## config.mk

```make
export PLATFORM = sky130hd
export DESIGN_NAME = fetch_unit_flat
export DESIGN_NICKNAME = d
export VERILOG_FILES = /design/src/rtl/fetch_pkg.sv /design/src/rtl/fetch_if.sv /design/src/rtl/fetch_inst_queue.sv /design/src/rtl/fetch_unit.sv /design/src/flat_wrapper.sv
export SDC_FILE = /design/constraint.sdc
export NUM_CORES = 1
export LEC_CHECK = 0
export BUFFER_PORTS_ARGS = -buffer_cell sky130_fd_sc_hd__buf_2
export CORE_UTILIZATION = 30
export DETAILED_ROUTE_END_ITERATION = 10
export GPL_TIMING_DRIVEN = 0
export PLACE_DENSITY = 0.51
export SLEW_MARGIN = 10
export SYNTH_ARGS = -nofsm -noshare
export SYNTH_HDL_FRONTEND = slang
export SYNTH_HIERARCHICAL = 1
export SYNTH_SLANG_ARGS = --single-unit
```

## constraint.sdc

```tcl
create_clock -name clk -period 16.1 [get_ports clk]
set_input_delay 4.025 -clock clk [delete_from_list [all_inputs] [get_ports clk]]
set_output_delay 4.025 -clock clk [all_outputs]
set_load 0.05 [all_outputs]
```

## src/rtl/fetch_pkg.sv

```systemverilog
// Shared types and constants for the instruction-fetch front end.
package fetch_pkg;

  localparam logic [31:0] RESET_PC = 32'h0000_3000;

  typedef enum logic [1:0] {
    IDLE  = 2'd0,
    REQ   = 2'd1,
    DRAIN = 2'd2
  } fetch_state_t;

  typedef struct packed {
    logic [31:0] pc;
    logic [31:0] inst;
  } fetch_entry_t;

endpackage

```

## src/rtl/fetch_if.sv

```systemverilog
// Bundles the PC, instruction-memory, decode and redirect signals of the fetch unit.
interface fetch_if;
  logic [31:0] c_pc;
  logic [31:0] n_pc;
  logic        pc_en;
  logic        imem_req;
  logic [31:0] imem_addr;
  logic        imem_ack;
  logic [31:0] imem_rdata;
  logic        id_valid;
  logic        id_ready;
  logic [31:0] id_inst;
  logic [31:0] id_pc;
  logic        redirect;
  logic [31:0] redirect_pc;

  modport master (
    input  c_pc, imem_ack, imem_rdata, id_ready, redirect, redirect_pc,
    output n_pc, pc_en, imem_req, imem_addr, id_valid, id_inst, id_pc
  );

  modport slave (
    output c_pc, imem_ack, imem_rdata, id_ready, redirect, redirect_pc,
    input  n_pc, pc_en, imem_req, imem_addr, id_valid, id_inst, id_pc
  );
endinterface

```

## src/rtl/fetch_inst_queue.sv

```systemverilog
// Small circular instruction buffer between memory and decode; flush empties it in one cycle.
module inst_queue
  import fetch_pkg::*;
#(
  parameter int QDEPTH = 2
) (
  input  logic                      clk,
  input  logic                      rst,
  input  logic                      push,
  input  fetch_entry_t              push_data,
  input  logic                      pop,
  input  logic                      flush,
  output fetch_entry_t              head,
  output logic [$clog2(QDEPTH):0]   count,
  output logic                      full,
  output logic                      empty
);
  localparam int PW = $clog2(QDEPTH);
  localparam int CW = PW + 1;

  fetch_entry_t  mem [QDEPTH];
  logic [PW-1:0] rd_ptr;
  logic [PW-1:0] wr_ptr;
  logic          do_push;
  logic          do_pop;

  assign full    = (count == CW'(QDEPTH));
  assign empty   = (count == '0);
  assign do_pop  = pop && !empty && !flush;
  assign do_push = push && !flush && (!full || do_pop);
  assign head    = mem[rd_ptr];

  // Entry storage needs no reset; only the pointers and count decide validity.
  always_ff @(posedge clk) begin
    if (do_push) mem[wr_ptr] <= push_data;
  end

  // Pointers wrap naturally because the depth is a power of two.
  always_ff @(posedge clk) begin
    if (rst || flush) begin
      rd_ptr <= '0;
      wr_ptr <= '0;
      count  <= '0;
    end else begin
      if (do_push) wr_ptr <= wr_ptr + PW'(1);
      if (do_pop)  rd_ptr <= rd_ptr + PW'(1);
      count <= count + CW'(do_push) - CW'(do_pop);
    end
  end
endmodule

```

## src/rtl/fetch_unit.sv

```systemverilog
// Fetch front end: request FSM, next-PC mux, abandoned-address register and instruction queue.
module fetch_unit
  import fetch_pkg::*;
#(
  parameter int QDEPTH = 2
) (
  input  logic     clk,
  input  logic     rst,
  fetch_if.master  bus
);
  localparam int CW = $clog2(QDEPTH) + 1;

  fetch_state_t  state;
  logic          req_q;
  logic [31:0]   drain_addr;
  logic          push;
  logic          pop;
  logic          full;
  logic          empty;
  logic [CW-1:0] count;
  logic [CW-1:0] count_next;
  fetch_entry_t  head;
  fetch_entry_t  push_data;

  assign push       = !rst && (state == REQ) && bus.imem_ack && !bus.redirect;
  assign pop        = !empty && bus.id_ready;
  assign push_data  = '{pc: bus.c_pc, inst: bus.imem_rdata};
  assign count_next = count + CW'(push) - CW'(pop);

  assign bus.imem_req  = req_q;
  assign bus.imem_addr = (state == DRAIN) ? drain_addr : bus.c_pc;
  assign bus.id_valid  = !empty;
  assign bus.id_inst   = head.inst;
  assign bus.id_pc     = head.pc;

  inst_queue #(.QDEPTH(QDEPTH)) u_queue (
    .clk       (clk),
    .rst       (rst),
    .push      (push),
    .push_data (push_data),
    .pop       (pop),
    .flush     (bus.redirect),
    .head      (head),
    .count     (count),
    .full      (full),
    .empty     (empty)
  );

  // Next-PC mux: a redirect outranks the sequential step taken on an accepted fetch.
  always_comb begin
    bus.pc_en = 1'b0;
    bus.n_pc  = bus.c_pc + 32'd4;
    if (!rst && bus.redirect) begin
      bus.pc_en = 1'b1;
      bus.n_pc  = bus.redirect_pc;
    end else if (push) begin
      bus.pc_en = 1'b1;
    end
  end

  // Request FSM; a redirect without ack leaves the old access to finish in DRAIN at its latched address.
  always_ff @(posedge clk) begin
    if (rst) begin
      state      <= IDLE;
      req_q      <= 1'b0;
      drain_addr <= RESET_PC;
    end else begin
      case (state)
        IDLE: begin
          if (!full && !bus.redirect) begin
            state <= REQ;
            req_q <= 1'b1;
          end
        end
        REQ: begin
          if (bus.imem_ack) begin
            if (bus.redirect || (count_next >= CW'(QDEPTH))) begin
              state <= IDLE;
              req_q <= 1'b0;
            end
          end else if (bus.redirect) begin
            state      <= DRAIN;
            drain_addr <= bus.c_pc;
          end
        end
        DRAIN: begin
          if (bus.imem_ack) begin
            state <= IDLE;
            req_q <= 1'b0;
          end
        end
        default: begin
          state <= IDLE;
          req_q <= 1'b0;
        end
      endcase
    end
  end
endmodule
```

## src/flat_wrapper.sv

```systemverilog
// flat-port wrapper written by rule: the top's interface ports become plain ports
module fetch_unit_flat import fetch_pkg::*;
#(
  parameter int QDEPTH = 2
)
  (clk, rst, bus_c_pc, bus_imem_ack, bus_imem_rdata, bus_id_ready, bus_redirect, bus_redirect_pc, bus_n_pc, bus_pc_en, bus_imem_req, bus_imem_addr, bus_id_valid, bus_id_inst, bus_id_pc);
  fetch_if bus_i ();
  input  logic clk;
  input  logic rst;
  input wire logic [$bits(bus_i.c_pc)-1:0] bus_c_pc;
  input wire logic [$bits(bus_i.imem_ack)-1:0] bus_imem_ack;
  input wire logic [$bits(bus_i.imem_rdata)-1:0] bus_imem_rdata;
  input wire logic [$bits(bus_i.id_ready)-1:0] bus_id_ready;
  input wire logic [$bits(bus_i.redirect)-1:0] bus_redirect;
  input wire logic [$bits(bus_i.redirect_pc)-1:0] bus_redirect_pc;
  output wire logic [$bits(bus_i.n_pc)-1:0] bus_n_pc;
  output wire logic [$bits(bus_i.pc_en)-1:0] bus_pc_en;
  output wire logic [$bits(bus_i.imem_req)-1:0] bus_imem_req;
  output wire logic [$bits(bus_i.imem_addr)-1:0] bus_imem_addr;
  output wire logic [$bits(bus_i.id_valid)-1:0] bus_id_valid;
  output wire logic [$bits(bus_i.id_inst)-1:0] bus_id_inst;
  output wire logic [$bits(bus_i.id_pc)-1:0] bus_id_pc;
  assign bus_i.c_pc = bus_c_pc;
  assign bus_i.imem_ack = bus_imem_ack;
  assign bus_i.imem_rdata = bus_imem_rdata;
  assign bus_i.id_ready = bus_id_ready;
  assign bus_i.redirect = bus_redirect;
  assign bus_i.redirect_pc = bus_redirect_pc;
  assign bus_n_pc = bus_i.n_pc;
  assign bus_pc_en = bus_i.pc_en;
  assign bus_imem_req = bus_i.imem_req;
  assign bus_imem_addr = bus_i.imem_addr;
  assign bus_id_valid = bus_i.id_valid;
  assign bus_id_inst = bus_i.id_inst;
  assign bus_id_pc = bus_i.id_pc;
  fetch_unit #(.QDEPTH(QDEPTH)) u_core (.clk(clk), .rst(rst), .bus(bus_i));
endmodule
```

==> impl_results.md <==
- CTS root buf: clkbuf_16
- IO Port Bufs: around 230
- FF+latch count, synth: ~170
- Fin Clk Skew: 0.01584 ns
- Final Util: between 40% and 50%
- Yosys cell types: between 40 and 50
- Fillers: approximately 2400
- Post-synthesis sequential area ratio: just over 60%
- Setup_tns: 0 ns
- Placed insts: ~1200
- Post-CTS resize count: 0
- Critical Path End Type: output port
- Hold WC Path Type: register to register
- CP delay by family, top: simple AND/OR/NAND/NOR gates
- Vias in the first global route: 5447
- Clk_lat worst skew: roughly 0.44 ns
- Initial DRC count: approximately 310
- Pwr Total: about 990 uW
- Slew @ Worst Pin: 0.6970 ns
- CP Max Fanout: 10
- Syn Nets: 717
- Final Max Tran Viols: 0
- Met3 usage: 3.435%
- RSZ-0062 raised after global routing: false
- CP Launch Type: input port
- Total wire length: ~21 mm
- GRT met2 Usage: between 20% and 30%
- Setup Fix Bufs, Post-CTS: 0
- Grt total ovfl: 0
- Synth Warn #: 6
- Worst slack, placed: 5.817 ns
- PwrDens: 100.6 nW/um^2
- WL per Instance: 17.45 um
- Final Hold Viols: 0
- Ys async rst share: 0%
- GRT Total Usage: about 16%
- Syn Inst Count: approximately 610
- Slowest cell on the critical path: or4_4
- Period utilization: 63.58%
- Worst setup margin: 5.864 ns
- Die span in y: roughly 160 um
- CP dominant cell by count: buf_2
- Post-route ant nets: 0
- Met1 usage: a little under a quarter
- Crit path arrival time: slightly above 6 ns
- Lkg Pwr: ~0.0037 uW
- Max Cap Viol: 0
- Worst Setup Path Type: input port to output port
- Hold buffers post-CTS: 0
- Nets: a little under 1000
- Slew margin rel.: about 53%
- CTS tree: yes
- Crit path required time: approximately 12 ns
- Clock tree buffer depth: 2
- Share of cells above drive strength 1: 44.23%
- Reg2Reg Setup Slack: roughly 13 ns
- Detailed placement HPWL: approximately 15 mm
- CTS buffer count: 17
- Final instance count without filler cells: 1209
- Vias: between 5000 and 6000
- Outcome: finished clean
- Starting Density: slightly above 30%
- H-tree levels: 4
- Largest net degree at the start of global routing: 53
- VDD IR-drop max: about 0.000062 V
- Global-route wire length before repair: around 32 mm
- Synthesis-to-finish area growth: 29.65%
- Core Area: approximately 25000 sq um
- Row Count: 57
- Ys flop type: edfxtp_1
- CP cell instances: buf_2 > ha_1 > nand2_1 > or4_4 > buf_4 > or3_1 > a31oi_1 > buf_2
- Setup Viol. Count Final: 0
- CP bufs+invs: 3
- Chip width: between 150 and 200 um
- Largest stage delay, worst path: 0.52 ns
- Number of synthesized flops with an enable pin: ~130
- Clock transition at path regs: 0.07 ns
- Synth Area per Inst: approximately 12 sq um
- DR pass1 iterations: 4
- Post-route DRC: 0
- Max Clk Rate: 0.09769 GHz
- Initial antenna violation count: 0
- TritonCTS Sinks: 168
- IO Count: about 230
- Post-synthesis instance area: around 7600 sq um
- Die ar.: around 26000 sq um
- Via/cell ratio: around 4.6
- GP Congestion: 0.7864
- Tmin final: 10.24 ns
- Global route hottest layer: met2
[final timing paths]
kind | startpoint | endpoint | depth (start not counted)
max | bus_c_pc[3] | bus_n_pc[28] | 8
min | u_core/drain_addr[29] | u_core/drain_addr[29] | 2
max reg2reg | u_core/state[1] | u_core/u_queue/mem[1][20] | 8
min reg2reg | u_core/drain_addr[29] | u_core/drain_addr[29] | 2
[layout by cell type, fill, tap and decap left out, types with 9 or more instances in the layout]
| cell type | instances |
|---|---|
| a31oi_1 | 15 |
| a21oi_1 | 33 |
| mux2_2 | 96 |
| clkbuf_1 | 23 |
| edfxtp_1 | 128 |
| dfxtp_1 | 40 |
| nor2_1 | 28 |
| nand3_1 | 13 |
| inv_1 | 9 |
| clkbuf_16 | 17 |
| o21ai_0 | 27 |
| buf_2 | 241 |
| xnor2_1 | 11 |
| or3_1 | 10 |
| nand2_1 | 94 |
| or4_1 | 9 |
[metal layers]
layer	up-vias	part of all wire, %
li1	2776	-
met1	2640	48
met2	151	47
met3	14	4.3
met4	0	0.96
met5	-	0
[report_power, final]
group / total [uW] / internal (uW) / switching [uW]
Sequential: 470 / 468 / 1.46
Clock: 402 / 207 / 195
Combinational: 115 / 30.8 / 84.6
Total: 987 / 706 / 281
[synthesized netlist by cell type (all sizes together), types with 2 or more instances]
cell type / count / share of area [%]
a21oi: 33 / 2.2
buf: 13 / 1.0
nand4: 6 / 0.69
nor2: 28 / 1.4
nand3b: 3 / 0.30
or4: 11 / 1.2
nor3: 6 / 0.40
o31ai: 6 / 0.59
mux2: 96 / 14
edfxtp: 128 / 51
and3: 4 / 0.33
nand2: 94 / 4.7
xor2: 6 / 0.69
nor4b: 2 / 0.23
o21ai: 27 / 1.8
inv: 10 / 0.50
xnor2: 11 / 1.3
nor4: 4 / 0.33
a31oi: 15 / 1.2
clkbuf: 25 / 1.3
or3: 11 / 0.98
dfxtp: 40 / 11
ha: 3 / 0.50
nor3b: 3 / 0.30
nand2b: 3 / 0.35
nand3: 14 / 0.99
nor2b: 3 / 0.25
[cells by family after synthesis]
| family | after synthesis | share of synthesized area, % |
|---|---|---|
| and+or+nand+nor | 195 | 12.74 |
| DFF | 168 | 61.36 |
| muxes | 97 | 14.41 |
| AOI/OAI and AO/OA | 85 | 6.248 |
| buffers and inverters | 48 | 2.777 |
| xor gates and xnor gates | 17 | 1.967 |
| adders and majority gates | 3 | 0.4959 |
[stage by stage]
step	instance area [sq um]	hold slack (ns)
global placement	9131	0.4395
global route	9812	0.4666
finish	9814	0.4540
CTS	9812	0.4568
floorplan	7570	0.4337
detailed placement	9230	0.4459
[state kept, by name, summed over array words and instances, names as in the netlist, named ones only]
register,flops
u_core/bus.imem_req,1
u_core/drain_addr,32
u_core/state,2
u_core/u_queue/count,2
u_core/u_queue/mem,128
u_core/u_queue/rd_ptr,1
u_core/u_queue/wr_ptr,1
[final cells by class]
class / count / area [sq um] / area share, %
diodes: 1 / 2.502 / 0.02550
plain buffers: 38 / 172.7 / 1.759
clock buffers: 17 / 425.4 / 4.335
clock inverters: 15 / 156.4 / 1.594
inverters: 10 / 40.04 / 0.4080
multi-input cells: 397 / 2720 / 27.72
flip-flops and latches: 168 / 4644 / 47.32
well taps: 324 / 405.4 / 4.131
repair buffers: 239 / 1247 / 12.71
[worst register-to-register path: cells and delay by family (launching register included)]
| kind | cells | cell delay [ns] |
|---|---|---|
| AND/OR/NAND/NOR | 4 | 1.53 |
| buffers and inverters | 4 | 0.87 |
| flip-flops | 1 | 0.37 |
Note: power is estimated with default switching activity, not from simulation.
